**config.mk**
```make
export PLATFORM = sky130hd
export DESIGN_NAME = uart_rx_frontend_flat
export DESIGN_NICKNAME = d
export VERILOG_FILES = /design/src/rtl/uart_rx_frontend_if.sv /design/src/rtl/uart_rx_frontend.sv /design/src/flat_wrapper.sv
export SDC_FILE = /design/constraint.sdc
export NUM_CORES = 1
export LEC_CHECK = 0
export CAP_MARGIN = 30
export CORE_ASPECT_RATIO = 1.5
export CORE_MARGIN = 3
export CORE_UTILIZATION = 55
export DETAILED_ROUTE_END_ITERATION = 8
export PLACE_DENSITY = 0.76
export SLEW_MARGIN = 20
export SYNTH_ARGS = -nofsm -noshare
export SYNTH_HDL_FRONTEND = slang
export SYNTH_SLANG_ARGS = --single-unit
```
**constraint.sdc**
```tcl
create_clock -name CLK -period 3.64 [get_ports CLK]
set_input_delay 0.364 -clock CLK [delete_from_list [all_inputs] [get_ports CLK]]
set_output_delay 0.364 -clock CLK [all_outputs]
set_load 0.01 [all_outputs]
```
**src/rtl/uart_rx_frontend_if.sv**
```systemverilog
// Byte-side bundle of the UART receive front end.
// master drives the holding register outputs; slave returns RX_ACK.
interface uart_rx_frontend_if;
   logic [7:0] RX_DATA;
   logic       RX_VALID;
   logic       RX_ACK;
   logic       RX_BUSY;
   logic       FRAME_ERR;
   logic       OVERRUN;

   modport master (
      output RX_DATA,
      output RX_VALID,
      output RX_BUSY,
      output FRAME_ERR,
      output OVERRUN,
      input  RX_ACK
   );

   modport slave (
      input  RX_DATA,
      input  RX_VALID,
      input  RX_BUSY,
      input  FRAME_ERR,
      input  OVERRUN,
      output RX_ACK
   );
endinterface

```
**src/rtl/uart_rx_frontend.sv**
```systemverilog
// 8N1 UART receiver: line synchroniser, start validation, mid-bit sampling
// and a valid/ack holding register on the full-rate board clock.
module uart_rx_frontend #(
   parameter int CLKS_PER_BIT = 10416
) (
   input  logic CLK,
   input  logic RST,
   input  logic UART_TXD_IN,
   uart_rx_frontend_if.master rx
);

   localparam int HALF = CLKS_PER_BIT / 2;
   localparam int CW   = $clog2(CLKS_PER_BIT);
   localparam logic [CW-1:0] HALF_M1 = CW'(HALF - 1);
   localparam logic [CW-1:0] LAST    = CW'(CLKS_PER_BIT - 1);

   typedef enum logic [1:0] {
      IDLE,
      START,
      DATA,
      STOP
   } state_t;

   state_t        state, state_n;
   logic [CW-1:0] cnt, cnt_n;
   logic [2:0]    idx, idx_n;
   logic [7:0]    shreg, shreg_n;
   logic [7:0]    data_q, data_n;
   logic          valid_q, valid_n;
   logic          ferr_q, ferr_n;
   logic          ovr_q, ovr_n;
   logic          sync1, rx_s, rx_p;
   logic [2:0]    warm;
   logic          fall;

   // The flops reset high, so a line held low through reset would look
   // like a fresh edge; arm detection only once rx_p holds a real sample.
   assign fall = warm[2] & rx_p & ~rx_s;

   always_ff @(posedge CLK) begin
      if (RST) begin
         sync1   <= 1'b1;
         rx_s    <= 1'b1;
         rx_p    <= 1'b1;
         warm    <= '0;
         state   <= IDLE;
         cnt     <= '0;
         idx     <= '0;
         shreg   <= '0;
         data_q  <= '0;
         valid_q <= 1'b0;
         ferr_q  <= 1'b0;
         ovr_q   <= 1'b0;
      end else begin
         sync1   <= UART_TXD_IN;
         rx_s    <= sync1;
         rx_p    <= rx_s;
         warm    <= {warm[1:0], 1'b1};
         state   <= state_n;
         cnt     <= cnt_n;
         idx     <= idx_n;
         shreg   <= shreg_n;
         data_q  <= data_n;
         valid_q <= valid_n;
         ferr_q  <= ferr_n;
         ovr_q   <= ovr_n;
      end
   end

   always_comb begin
      state_n = state;
      cnt_n   = cnt + 1'b1;
      idx_n   = idx;
      shreg_n = shreg;
      data_n  = data_q;
      valid_n = valid_q;
      ferr_n  = 1'b0;
      ovr_n   = 1'b0;

      if (rx.RX_ACK)
         valid_n = 1'b0;

      unique case (state)
         IDLE: begin
            cnt_n = '0;
            if (fall)
               state_n = START;
         end
         START: begin
            if (cnt == HALF_M1) begin
               cnt_n   = '0;
               idx_n   = '0;
               state_n = rx_s ? IDLE : DATA;
            end
         end
         DATA: begin
            if (cnt == LAST) begin
               cnt_n   = '0;
               shreg_n = {rx_s, shreg[7:1]};
               if (idx == 3'd7)
                  state_n = STOP;
               else
                  idx_n = idx + 3'd1;
            end
         end
         STOP: begin
            if (cnt == LAST) begin
               cnt_n   = '0;
               state_n = IDLE;
               if (rx_s) begin
                  data_n  = shreg;
                  valid_n = 1'b1;
                  ovr_n   = valid_q & ~rx.RX_ACK;
               end else begin
                  ferr_n = 1'b1;
               end
            end
         end
      endcase
   end

   assign rx.RX_DATA   = data_q;
   assign rx.RX_VALID  = valid_q;
   assign rx.RX_BUSY   = (state != IDLE);
   assign rx.FRAME_ERR = ferr_q;
   assign rx.OVERRUN   = ovr_q;

endmodule

```
**src/flat_wrapper.sv**
```systemverilog
// flat-port wrapper written by rule: the top's interface ports become plain ports
module uart_rx_frontend_flat 
#(
   parameter int CLKS_PER_BIT = 10416
)
  (CLK, RST, UART_TXD_IN, rx_RX_DATA, rx_RX_VALID, rx_RX_BUSY, rx_FRAME_ERR, rx_OVERRUN, rx_RX_ACK);
  uart_rx_frontend_if rx_i ();
  input  logic CLK;
  input  logic RST;
  input  logic UART_TXD_IN;
  output wire logic [$bits(rx_i.RX_DATA)-1:0] rx_RX_DATA;
  output wire logic [$bits(rx_i.RX_VALID)-1:0] rx_RX_VALID;
  output wire logic [$bits(rx_i.RX_BUSY)-1:0] rx_RX_BUSY;
  output wire logic [$bits(rx_i.FRAME_ERR)-1:0] rx_FRAME_ERR;
  output wire logic [$bits(rx_i.OVERRUN)-1:0] rx_OVERRUN;
  input wire logic [$bits(rx_i.RX_ACK)-1:0] rx_RX_ACK;
  assign rx_RX_DATA = rx_i.RX_DATA;
  assign rx_RX_VALID = rx_i.RX_VALID;
  assign rx_RX_BUSY = rx_i.RX_BUSY;
  assign rx_FRAME_ERR = rx_i.FRAME_ERR;
  assign rx_OVERRUN = rx_i.OVERRUN;
  assign rx_i.RX_ACK = rx_RX_ACK;
  uart_rx_frontend #(.CLKS_PER_BIT(CLKS_PER_BIT)) u_core (.CLK(CLK), .RST(RST), .UART_TXD_IN(UART_TXD_IN), .rx(rx_i));
endmodule
```
==> summary.txt <==
outcome = completed
first-pass GRT wire length = 5989 um
R2R Path Start = u_core.cnt[5]
cell count after synthesis = 199
Worst EP arrival = 1.59 ns
Total GRT Usage = 0.1931
Final Hold Vio Count = 0
DR WL/cell = 14.20 um
initial antenna violation count = 0
Register-to-Register Path Depth = 4
Antenna Violating Nets Remaining = 0
placed cell area = 2006 sq um
crit path to = rx_RX_BUSY
Synth cell types = 38
Leak = 0.0007071 uW
synthesized area per cell = 9.475 sq um
routability cong. = 0.7657
total wire length = 3578 um
placed instance count = 244
Ports = 16
flop-to-flop setup slack = 1.78 ns
H-tree depth = 2
number of synthesized register bits = 44
clock skew = 0.007226 ns
Synth top area share = 0.4672
crit start category = flop
Final setup viols = 0
die area = 4181 sq um
Max Slew Vio Count = 0
peak supply drop = 0.0003521 V
setup TNS = 0 ns
IO Port Bufs = 15
Via density = 5.667
dominant cells by area after synthesis = dfxtp_1, mux2i_1, nor2_1, xnor2_1, nand3_1
Root Driver = clkbuf_8
total setup buffers inserted after CTS = 0
maxcap violations = 0
cell accounting for the most synthesized area = dfxtp_1
synth-to-layout area growth = 12.47%
EDFF count, synth = 0
Worst Path Required = 3.28 ns
Die W = 53.81 um
ant diodes = 0
crit path from = u_core.state[0]
CORE AREA = 3222 sq um
Clock Path Buffers = 2
Ys Warns = 0
Cells on Worst Hold Path = 1
reg2reg end = u_core.idx[0]
post-synth net total = 207
crit path time final = 1.957 ns
RSZ-0062 raised after global routing = false
vias in the first global route = 1384
TritonCTS sink count = 44
Hold WC Path Type = reg2reg
Worst-Margin Slew = 0.5803 ns
Cell Area, Synth = 1886 sq um
Setup crit end kind = output pin
DRT Pass-1 Iters = 4
post-route cell area = 2121 sq um
Top FF cell, synth = dfxtp_1
Num CTS Buffers = 5
DR DRC count = 0
pin count of the biggest net entering global routing = 28
clk_lat worst skew = 0.29 ns
num rows = 25
Final nets = 219
total congestion overflow = 0
kind of critical path = reg2out
Seq/Total Area, Yosys = 0.4672
PD cells = 411.2 nW/um^2
Post-CTS Hold Buffers = 0
Async S/R FF share, synth = 0
CTS resizes = 0
initial drt markers = 32
Final Cycle Share = 0.5376
Slew headroom = 0.6131
Detail Placement HPWL = 2611 um
fmax = 0.5110 GHz
Initial Util = 0.5852
CTS tree = built
share of cells above drive strength 1 = 0.09434
CTS clk-pin slew, worst paths = 0.09 ns
Non-Filler Instances = 252
vias after detailed routing = 1428
Die H = 77.71 um
Critical Path Fanout Max = 9
flip-flops by register name, summed over array words and instances, names as in the netlist, named ones only:
name	cells
u_core.shreg	8
u_core.state	1
u_core.rx.RX_VALID	1
u_core.rx_s	1
u_core.warm	3
u_core.rx.OVERRUN	1
u_core.cnt	14
u_core.idx	3
u_core.rx.FRAME_ERR	1
u_core.rx_p	1
u_core.sync1	1
u_core.rx.RX_DATA	8
critical path, cell delays in order (launching register included):
cell and delay, ns:
dfxtp_1 0.50, inv_1 0.13, nand2_1 0.11, clkdlybuf4s50_1 0.54
cell usage after synthesis, types with 2 or more instances:
cell and count:
or2_2 3, nor2b_1 2, a21oi_1 10, mux2i_1 11
xor2_1 3, nand4_1 6, o21ai_0 10, nor4_1 2
nor3_1 4, xnor2_1 9, buf_4 4, nand3_1 13
inv_1 5, nor2_1 27, ha_1 4, dfxtp_1 44
clkbuf_1 2, nand2b_1 2, and3_1 3, o21ai_2 2
or3_1 3, and4_1 3, buf_6 3, nand2_1 10
cells by family (layout without fill, tap and decap cells):
logic type,count (synthesis),after routing,synth area share
multiplexers,11,11,0.05840
AND/OR/NAND/NOR,86,86,0.2522
XOR/XNOR,12,12,0.05574
flip-flops,44,44,0.4672
buffers and inverters,16,29,0.05641
adder cells (fa/ha/maj),4,4,0.02654
AO/OA/AOI/OAI,26,26,0.08362
how the worst min path moves through the flow:
| stage | startpoint | to | slack (ns) |
|---|---|---|---|
| global route | u_core.sync1 | u_core.rx_s | 0.43 |
| detailed placement | u_core.sync1 | u_core.rx_s | 0.40 |
| finish | u_core.sync1 | u_core.rx_s | 0.42 |
| floorplan | u_core.sync1 | u_core.rx_s | 0.39 |
| CTS | u_core.sync1 | u_core.rx_s | 0.42 |
| global placement | u_core.sync1 | u_core.rx_s | 0.39 |
per-layer routing:
metal / GRT usage / wire, um
met5: 0 / 0
met2: 0.3532 / 2017
met4: 0.07673 / 23
met3: 0.04798 / 132
met1: 0.1956 / 1404
through the flow:
| step | total power [uW] | hold WS, ns | util | setup slack (ns) |
|---|---|---|---|---|
| 2_1_floorplan | 504.7 | 0.3895 | - | 2.174 |
| 3_3_place_gp | 509.1 | 0.3936 | 0.6225 | 1.836 |
| 3_5_place_dp | 509.5 | 0.3992 | 0.6225 | 1.767 |
| 4_1_cts | 880.8 | 0.4197 | 0.6583 | 1.665 |
| 5_1_grt | 903.3 | 0.4259 | 0.6583 | 1.566 |
| 6_report | 872.1 | 0.4197 | 0.6583 | 1.683 |
final cells by class:
type                       count  area (sq um)
fill                         251          1101
multi-input combinational    139         898.4
sequential                    44         880.8
timing repair buffer          16         157.7
clock buffer                   5         68.82
tap                           40         50.05
clock inverter                 3         46.29
inverter                       5         18.77
layout by cell type (no fill, tap or decap), types with 6 or more instances in the layout:
| cell | instances |
|---|---|
| mux2i_1 | 11 |
| dfxtp_1 | 44 |
| a21oi_1 | 10 |
| nor2_1 | 27 |
| nand3_1 | 13 |
| clkdlybuf4s50_1 | 15 |
| nand2_1 | 10 |
| o21ai_0 | 10 |
| nand4_1 | 6 |
| xnor2_1 | 9 |
power breakdown:
part	total [uW]	internal [uW]	switching, uW	leakage, uW
combinational	12.9	5.78	7.12	0.000297
sequential	485	484	1.41	0.000356
clock	374	207	167	0.0000548
(Power assumes the default switching activity.)
